--- src/rtl/timer_pkg.sv ---
// Shared types and constants for the timer display path.
// Holds the sequencer state enum, the count width and the default tick divider.
package timer_pkg;

    typedef enum logic [1:0] {
        IDLE   = 2'd0,
        RUN    = 2'd1,
        PAUSED = 2'd2,
        DONE   = 2'd3
    } timer_state_t;

    localparam int COUNT_W = 8;

    // 1 s at the 50 MHz board clock
    localparam int TICK_DIV_DEFAULT = 50_000_000;

endpackage

--- src/rtl/tick_prescaler.sv ---
// Modulo-TICK_DIV counter with enable, synchronous clear and wrap pulse.
// Ports: clk, reset (sync, active-high), en, clr, wrap (combinational, en && last).
module tick_prescaler
    import timer_pkg::*;
#(
    parameter int TICK_DIV = TICK_DIV_DEFAULT
) (
    input  logic clk,
    input  logic reset,
    input  logic en,
    input  logic clr,
    output logic wrap
);

    localparam int W = (TICK_DIV > 1) ? $clog2(TICK_DIV) : 1;
    localparam logic [W-1:0] LAST = W'(TICK_DIV - 1);

    logic [W-1:0] cnt_q;
    logic [W-1:0] cnt_d;

    always_comb begin
        wrap  = en && !clr && (cnt_q == LAST);
        cnt_d = cnt_q;
        if (clr) begin
            cnt_d = '0;
        end else if (en) begin
            cnt_d = (cnt_q == LAST) ? '0 : cnt_q + W'(1);
        end
    end

    always_ff @(posedge clk) begin
        if (reset) begin
            cnt_q <= '0;
        end else begin
            cnt_q <= cnt_d;
        end
    end

endmodule

--- src/rtl/timer_ctrl.sv ---
// Countdown sequencer: loads seconds from switches, counts down once per tick.
// Ports: clk, reset, load/preset, start, pause, clear in; count, running, paused, done, tick out.
module timer_ctrl
    import timer_pkg::*;
#(
    parameter int TICK_DIV = TICK_DIV_DEFAULT
) (
    input  logic               clk,
    input  logic               reset,
    input  logic               load,
    input  logic [COUNT_W-1:0] preset,
    input  logic               start,
    input  logic               pause,
    input  logic               clear,
    output logic [COUNT_W-1:0] count,
    output logic               running,
    output logic               paused,
    output logic               done,
    output logic               tick
);

    timer_state_t       state_q;
    timer_state_t       state_d;
    logic [COUNT_W-1:0] count_q;
    logic [COUNT_W-1:0] count_d;
    logic               running_q;
    logic               paused_q;
    logic               done_q;
    logic               tick_q;

    logic presc_en;
    logic presc_clr;
    logic wrap;

    // The edge that samples pause still advances the prescaler, so a
    // pause/resume pair adds no RUN cycles to the total.
    assign presc_en  = (state_q == RUN) && !clear;
    assign presc_clr = clear || (state_q == IDLE);

    tick_prescaler #(
        .TICK_DIV (TICK_DIV)
    ) u_presc (
        .clk   (clk),
        .reset (reset),
        .en    (presc_en),
        .clr   (presc_clr),
        .wrap  (wrap)
    );

    always_comb begin
        state_d = state_q;
        count_d = count_q;
        unique case (state_q)
            IDLE: begin
                if (clear) begin
                    count_d = '0;
                end else if (load) begin
                    count_d = preset;
                end else if (start) begin
                    state_d = (count_q == '0) ? DONE : RUN;
                end
            end
            RUN: begin
                if (clear) begin
                    state_d = IDLE;
                    count_d = '0;
                end else begin
                    if (wrap) begin
                        count_d = count_q - COUNT_W'(1);
                    end
                    if (wrap && count_q == COUNT_W'(1)) begin
                        state_d = DONE;
                    end else if (pause && !start) begin
                        state_d = PAUSED;
                    end
                end
            end
            PAUSED: begin
                if (clear) begin
                    state_d = IDLE;
                    count_d = '0;
                end else if (start) begin
                    state_d = RUN;
                end
            end
            DONE: begin
                if (clear) begin
                    state_d = IDLE;
                end else if (load) begin
                    state_d = IDLE;
                    count_d = preset;
                end
            end
            default: begin
                state_d = IDLE;
                count_d = '0;
            end
        endcase
    end

    always_ff @(posedge clk) begin
        if (reset) begin
            state_q   <= IDLE;
            count_q   <= '0;
            running_q <= 1'b0;
            paused_q  <= 1'b0;
            done_q    <= 1'b0;
            tick_q    <= 1'b0;
        end else begin
            state_q   <= state_d;
            count_q   <= count_d;
            running_q <= (state_d == RUN);
            paused_q  <= (state_d == PAUSED);
            done_q    <= (state_d == DONE);
            tick_q    <= wrap;
        end
    end

    assign count   = count_q;
    assign running = running_q;
    assign paused  = paused_q;
    assign done    = done_q;
    assign tick    = tick_q;

endmodule
--- config.mk ---
export PLATFORM = sky130hd
export DESIGN_NAME = timer_ctrl
export DESIGN_NICKNAME = d
export VERILOG_FILES = /design/src/rtl/timer_pkg.sv /design/src/rtl/tick_prescaler.sv /design/src/rtl/timer_ctrl.sv
export SDC_FILE = /design/constraint.sdc
export NUM_CORES = 1
export LEC_CHECK = 0
export ABC_AREA = 1
export CELL_PAD_IN_SITES_DETAIL_PLACEMENT = 0
export CELL_PAD_IN_SITES_GLOBAL_PLACEMENT = 1
export CORE_UTILIZATION = 35
export DETAILED_ROUTE_END_ITERATION = 8
export PLACE_DENSITY_LB_ADDON = 0.2
export SLEW_MARGIN = 20
export SYNTH_ARGS = -nofsm -noshare
export SYNTH_HDL_FRONTEND = slang
export SYNTH_HIERARCHICAL = 1
export SYNTH_SLANG_ARGS = --single-unit
--- constraint.sdc ---
create_clock -name clk -period 3.9 [get_ports clk]
set_clock_uncertainty 0.15 [all_clocks]
set_input_delay 0.975 -clock clk [delete_from_list [all_inputs] [get_ports clk]]
set_output_delay 0.975 -clock clk [all_outputs]
set_load 0.1 [all_outputs]
==> results of run 1 <==
-- worst max path at each step --
stage	from	cells past startpoint	slack [ns]	endpoint
2_1_floorplan	clear	11	1.04	count[3]
3_3_place_gp	clear	11	0.61	count[4]
3_5_place_dp	clear	11	0.55	count[3]
4_1_cts	clear	11	0.87	count[3]
5_1_grt	clear	14	0.67	done
6_report	clear	11	0.90	count[3]
-- sequential cells by signal, summed over array words and instances (netlist names) --
signal / flops
u_presc/cnt_q: 26
count: 8
state_q: 2
done: 1
paused: 1
running: 1
tick: 1
-- layer usage --
metal	track usage, %	up-vias	share of wire (%)	wire length (microns)
met5	0	-	0	0
met4	6.16	0	1.6	91
met1	21.1	1042	49	2830
met3	2.92	8	2.7	157
met2	30.6	27	47	2730
li1	-	1267	-	-
-- tightest hold or removal path, stage by stage, from the launching register on --
cell,delay [ns]
dfxtp_1,0.34
nand2_1,0.08
a21oi_1,0.05
-- power by group --
part	internal, W	switching, W	total [W]
logic	0.0000481	0.000107	0.000156
clock network	0.000144	0.000153	0.000297
registers	0.000415	0.00000700	0.000422
-- through the flow --
stage          cell area, sq um  instances  total power [W]  hold WS, ns
6_report                   2850        490         0.000875        0.363
5_1_grt                    2850        490         0.000919        0.395
4_1_cts                    2850        490         0.000892        0.370
3_5_place_dp               2750        482         0.000589        0.348
3_3_place_gp               2750        482         0.000589        0.345
2_1_floorplan              2420        382         0.000545        0.323
-- Yosys cell counts, drive strengths merged --
cell | instances | area share, %
a21oi | 17 | 3.7
buf | 2 | 0.78
o22ai | 1 | 0.26
mux2i | 1 | 0.41
or2 | 1 | 0.26
inv | 48 | 7.4
dfxtp | 40 | 33
nor3 | 5 | 1.7
o21ai | 19 | 3.9
nand2 | 88 | 14
xor2 | 6 | 2.2
clkinv | 1 | 0.15
clkbuf | 2 | 0.31
nor2 | 92 | 16
ha | 4 | 2.1
nand4 | 7 | 1.8
nand3 | 44 | 10
xnor2 | 4 | 1.4
-- layout make-up --
type / instances / area, sq um
clock buffer: 7 / 86.3
timing repair buffer: 27 / 263
inverter: 49 / 184
clock inverter: 1 / 7.51
fill: 715 / 3650
tap: 77 / 96.3
multi-input combinational: 289 / 1410
sequential: 40 / 801
-- cell usage in the layout, fill, tap and decap left out --
cell type        instances
dfxtp_1                 40
nor2_1                  82
ha_1                     4
inv_1                   44
nand3_1                 40
mux2i_1                  1
nand3_2                  3
nor3_4                   1
nand3_4                  1
nor2_4                   1
o22ai_1                  1
nor3_2                   1
inv_2                    4
xnor2_1                  4
xor2_1                   6
a21oi_1                 16
clkbuf_1                 1
clkbuf_8                 6
clkdlybuf4s50_1         24
nor2_2                   8
nand2_2                  5
or2_2                    1
clkinvlp_4               1
o21ai_0                 12
nand4_1                  7
nor3_1                   3
buf_4                    3
nor2_8                   1
clkinv_1                 1
a21oi_2                  1
o21ai_1                  7
nand2_1                 83
-- logic make-up (layout without fill, tap and decap cells) --
| logic type | Yosys count | count (layout) | share of synthesized area (%) |
|---|---|---|---|
| adders and majority gates | 4 | 4 | 2.07 |
| xor gates and xnor gates | 10 | 10 | 3.62 |
| buffers and inverters | 53 | 84 | 8.69 |
| muxes | 1 | 1 | 0.414 |
| and+or+nand+nor | 237 | 237 | 44.3 |
| DFF | 40 | 40 | 33.1 |
| AOI/OAI and AO/OA | 37 | 37 | 7.86 |
==> reports/results.ini, run 1 <==
[grt]
grt_pass1_wl_mm=9.96
antenna_found_initial=0
grt-ovfl-total=0
grt_start_max_net_pins=22
grt_pass1_vias=2184
track_usage_pct=17.3

[synthesis]
synth_seq_cells=40
syn_area_sq_um=2420
syn_inst=382
avgSynthCellArea_sq_um=6.33
syn-num-nets=400
seq_area_frac_synth_pct=33.1
ys_types=30
yosys_warnings=6

[worst_setup_path]
cp_slowest_stage_delay_ns=0.48
path_class=in -> reg
crit_top_cell=nor2_1
r2r_end=count[3]
endpoint_kind=flip-flop
crit_chain=clkdlybuf4s50_1 -> nor3_4 -> nand4_1 -> nor2_1 -> nand3_2 -> nor2_1 -> inv_1 -> a21oi_2 -> o21ai_1 -> nor2_1 -> nor2_1
critPathLaunchType=primary input
r2r_start=u_presc/cnt_q[0]
ff2ff_setup_slack_ns=1.55
cpLargestDelayFamily=simple AND/OR/NAND/NOR gates
critical_path_arrival_ns=3.04
reg2regPathDepth=12
critPathMaxFanout=12
cp.required_ns=3.94
crit_slowest_cell=clkdlybuf4s50_1
path_buf_inv=2

[placement]
place_ws_ns=0.551
routabilityCongestion=0.846
dp_hpwl_mm=4.44
io_buffers=25

[hold_path]
min_path_type=reg -> reg
hold_path.startpoint=u_presc/cnt_q[0]
min_to=u_presc/cnt_q[0]
hold_depth=2

[timing]
tightest_slew_ns=0.969
worst_slack_ns=0.903
max_freq_ghz=0.334
hold_violations=0
layout_min_cycle_time_ns=3.00
final_max_slew_viol_count=0
grt_setup_unrepaired=no
setup_viol=0
relSlewSlack_pct=35.2
setup_tns_ns=0
min_period_over_period_pct=76.9

[power]
power.leakage_nw=1.11
p_per_area_nw_per_um2=307
irDropWorstVdd_v=0.000137

[clocking]
clock_sinks=40
cts_setup_buffers=0
clkTransAtPathRegs_ns=0.08
insertion_delay_ns=0.30
cts.htree.levels=2
cts_inserted_buffers=5
clock_path_buffers=2
root_buffer=clkbuf_8
cts_tree=done
cts_hold_buf=0
cts_resized=0

[die]
core_sq_um=6490
rows=29
io_pins=26
start_util_pct=37.3
die_h_microns=85.2
die-area_sq_um=7250
die_w_microns=85.2

[outcome]
status=complete, no violations

[cells_and_area]
finalNetCount=430
drive_above_1_share_pct=8.96
antennaDiodeCount=0
syn2layout_area_growth_pct=17.6
postLayoutCoreUtil_pct=43.8

[drt]
drt_pass1_iterations=4
ant_nets=0
drc=0
totalWireLength_mm=5.81
avgViaCountPerCell=4.78
wl_per_cell_microns=11.9
dr.first_iter.drc_count=59
vias=2344

[job]
drv_cap=0

Note: power is estimated with default switching activity, not from simulation.
==> run 2, diff against run 1 <==
Clock period 3.9 ns to 2.8 ns, I/O delays scaled along.
==> run 2 against run 1 <==
Against the previous run:
- critical path depth stayed put
- hold slack got worse by 0.0056 ns
- combinational power is 40% higher
- register-to-register slack worse by 0.90 ns
- via count up 0.51%
- sequential power rose by 40%
- die area stayed put
- setup slack got worse by 0.58 ns
- sequential cell count did not move
- count of clock-buffer cells in the layout decreased by 1
- largest cell class unchanged
- highest routed layer unchanged
==> reports/results.ini, run 2 (synthesis results as in run 1) <==
[outcome]
status=complete, no violations

[cells_and_area]
layout_common_cells=nand2_1, nor2_1, inv_1
drive_above_1_share_pct=13.3  ; +4.4 points
syn2layout_area_growth_pct=20.3
multi_input_area_sq_um=1410  ; unchanged
finalNetCount=437  ; +1.6%
final_common_cell=nand2_1
seqCellArea_sq_um=801  ; unchanged
antennaDiodeCount=0  ; unchanged
postLayoutCoreUtil_pct=44.8  ; +1.0 points
fin_area_sq_um=2910  ; +2.3%
fillCellCount=704  ; -1.5%
regMostFlops=u_presc/cnt_q
largest_register_ffs=26  ; unchanged

[die]
start_util_pct=37.3  ; unchanged
core_sq_um=6490  ; unchanged
die_w_microns=85.2  ; unchanged
io_pins=26  ; unchanged
rows=29  ; unchanged
die_h_microns=85.2  ; unchanged
die-area_sq_um=7250  ; unchanged

[clocking]
cts_tree=done
cts_hold_buf=0  ; unchanged
root_buffer=clkbuf_8
clkTransAtPathRegs_ns=0.09  ; about the same
cts.htree.levels=2  ; unchanged
cts_setup_buffers=0  ; unchanged
cts_inserted_buffers=5  ; unchanged
cts_resized=0  ; unchanged
clock_sinks=40  ; unchanged
clock_path_buffers=2  ; unchanged
insertion_delay_ns=0.30  ; about the same

[drt]
vias=2356  ; +0.51%
drt_pass1_iterations=5  ; +1
wl_per_cell_microns=12.0  ; +0.97%
drc=0  ; unchanged
totalWireLength_mm=5.95  ; +2.4%
dr.first_iter.drc_count=71  ; +20%
ant_nets=0  ; unchanged
avgViaCountPerCell=4.74  ; -0.90%

[placement]
io_buffers=25  ; unchanged
routabilityCongestion=0.790  ; -6.6%
placed_cell_area_sq_um=2790  ; +1.4%
dp_hpwl_mm=4.55  ; +2.5%

[timing]
grt_setup_unrepaired=no
max_freq_ghz=0.404
setup_viol=0  ; unchanged
timing.hold.ws_ns=0.357  ; -0.00559 ns
setup_tns_ns=0  ; unchanged
min_period_over_period_pct=88.5
final_max_slew_viol_count=0  ; unchanged
layout_min_cycle_time_ns=2.48
tightest_slew_ns=0.321  ; -0.648 ns
relSlewSlack_pct=78.5  ; +43 points
hold_violations=0  ; unchanged

[grt]
grt_start_max_net_pins=19  ; -14%
track_usage_pct=17.8  ; +0.50 points
grt_pass1_wl_mm=10.3  ; +3.9%
antenna_found_initial=0  ; unchanged
grt-ovfl-total=0  ; unchanged
grt_pass1_vias=2258  ; +3.4%

[hold_path]
min_path_type=reg -> reg

[worst_setup_path]
critPathMaxFanout=6  ; -6
endpoint_kind=flip-flop
critical_path_arrival_ns=2.57  ; -0.47 ns
cp.required_ns=2.89  ; -1.05 ns
critPathLaunchType=primary input
path_class=in -> reg

[power]
power.leakage_nw=1.18  ; +6.5%
power_w=0.00132  ; +51%
irDropWorstVdd_v=0.000247  ; +80%
p_per_area_nw_per_um2=454  ; +48%

[job]
drv_cap=0  ; unchanged

## run 2: cell count changes in the layout (fill, tap and decap cells not counted), sizes merged
| cell | delta |
|---|---|
| buf | +18 |
| bufinv | +1 |
| clkbuf | -1 |
| clkdlybuf4s50 | -11 |
| clkinv | +1 |
| clkinvlp | -1 |
## run 2: cell type report
class | count | area share (%)
multi-input combinational | 289 | 48.4
sequential | 40 | 27.5
timing repair buffer | 34 | 10.3
inverter | 49 | 6.32
tap | 77 | 3.31
clock buffer | 6 | 2.84
clock inverter | 2 | 1.33
## run 2: path summary, 6_finish.rpt
| path | startpoint | to | slack, ns | cells after the start |
|---|---|---|---|---|
| hold reg to reg | u_presc/cnt_q[0] | u_presc/cnt_q[0] | 0.36 | 2 |
| setup / recovery | clear | count[2] | 0.32 | 11 |
| setup reg to reg | u_presc/cnt_q[0] | count[2] | 0.65 | 12 |
| hold / removal | u_presc/cnt_q[0] | u_presc/cnt_q[0] | 0.36 | 2 |
## run 2: worst max-delay path, cell delays in order
cell             delay (ns)
clkdlybuf4s50_1        0.46
nor3_4                 0.21
nand4_1                0.09
nor2_1                 0.14
nand3_2                0.09
nor2_1                 0.13
inv_1                  0.10
a21oi_2                0.30
buf_4                  0.18
o21ai_1                0.06
nor2_1                 0.10
## run 2: power by group
group	internal [W]	switching [W]
registers	0.000579	0.00000991
clock network	0.000292	0.000220
logic	0.0000669	0.000153
## run 2: metal layers
layer | routed length [microns] | global-route usage (%)
met1 | 2920 | 22.2
met2 | 2800 | 31.5
met3 | 187 | 3.11
met4 | 47 | 5.08
met5 | 0 | 0
## run 2: per-stage QoR
step | setup slack, ns | cells
2_1_floorplan | 0.218 | 382
3_3_place_gp | 0.0503 | 489
3_5_place_dp | -0.000877 | 489
4_1_cts | 0.305 | 497
5_1_grt | 0.167 | 497
6_report | 0.323 | 497
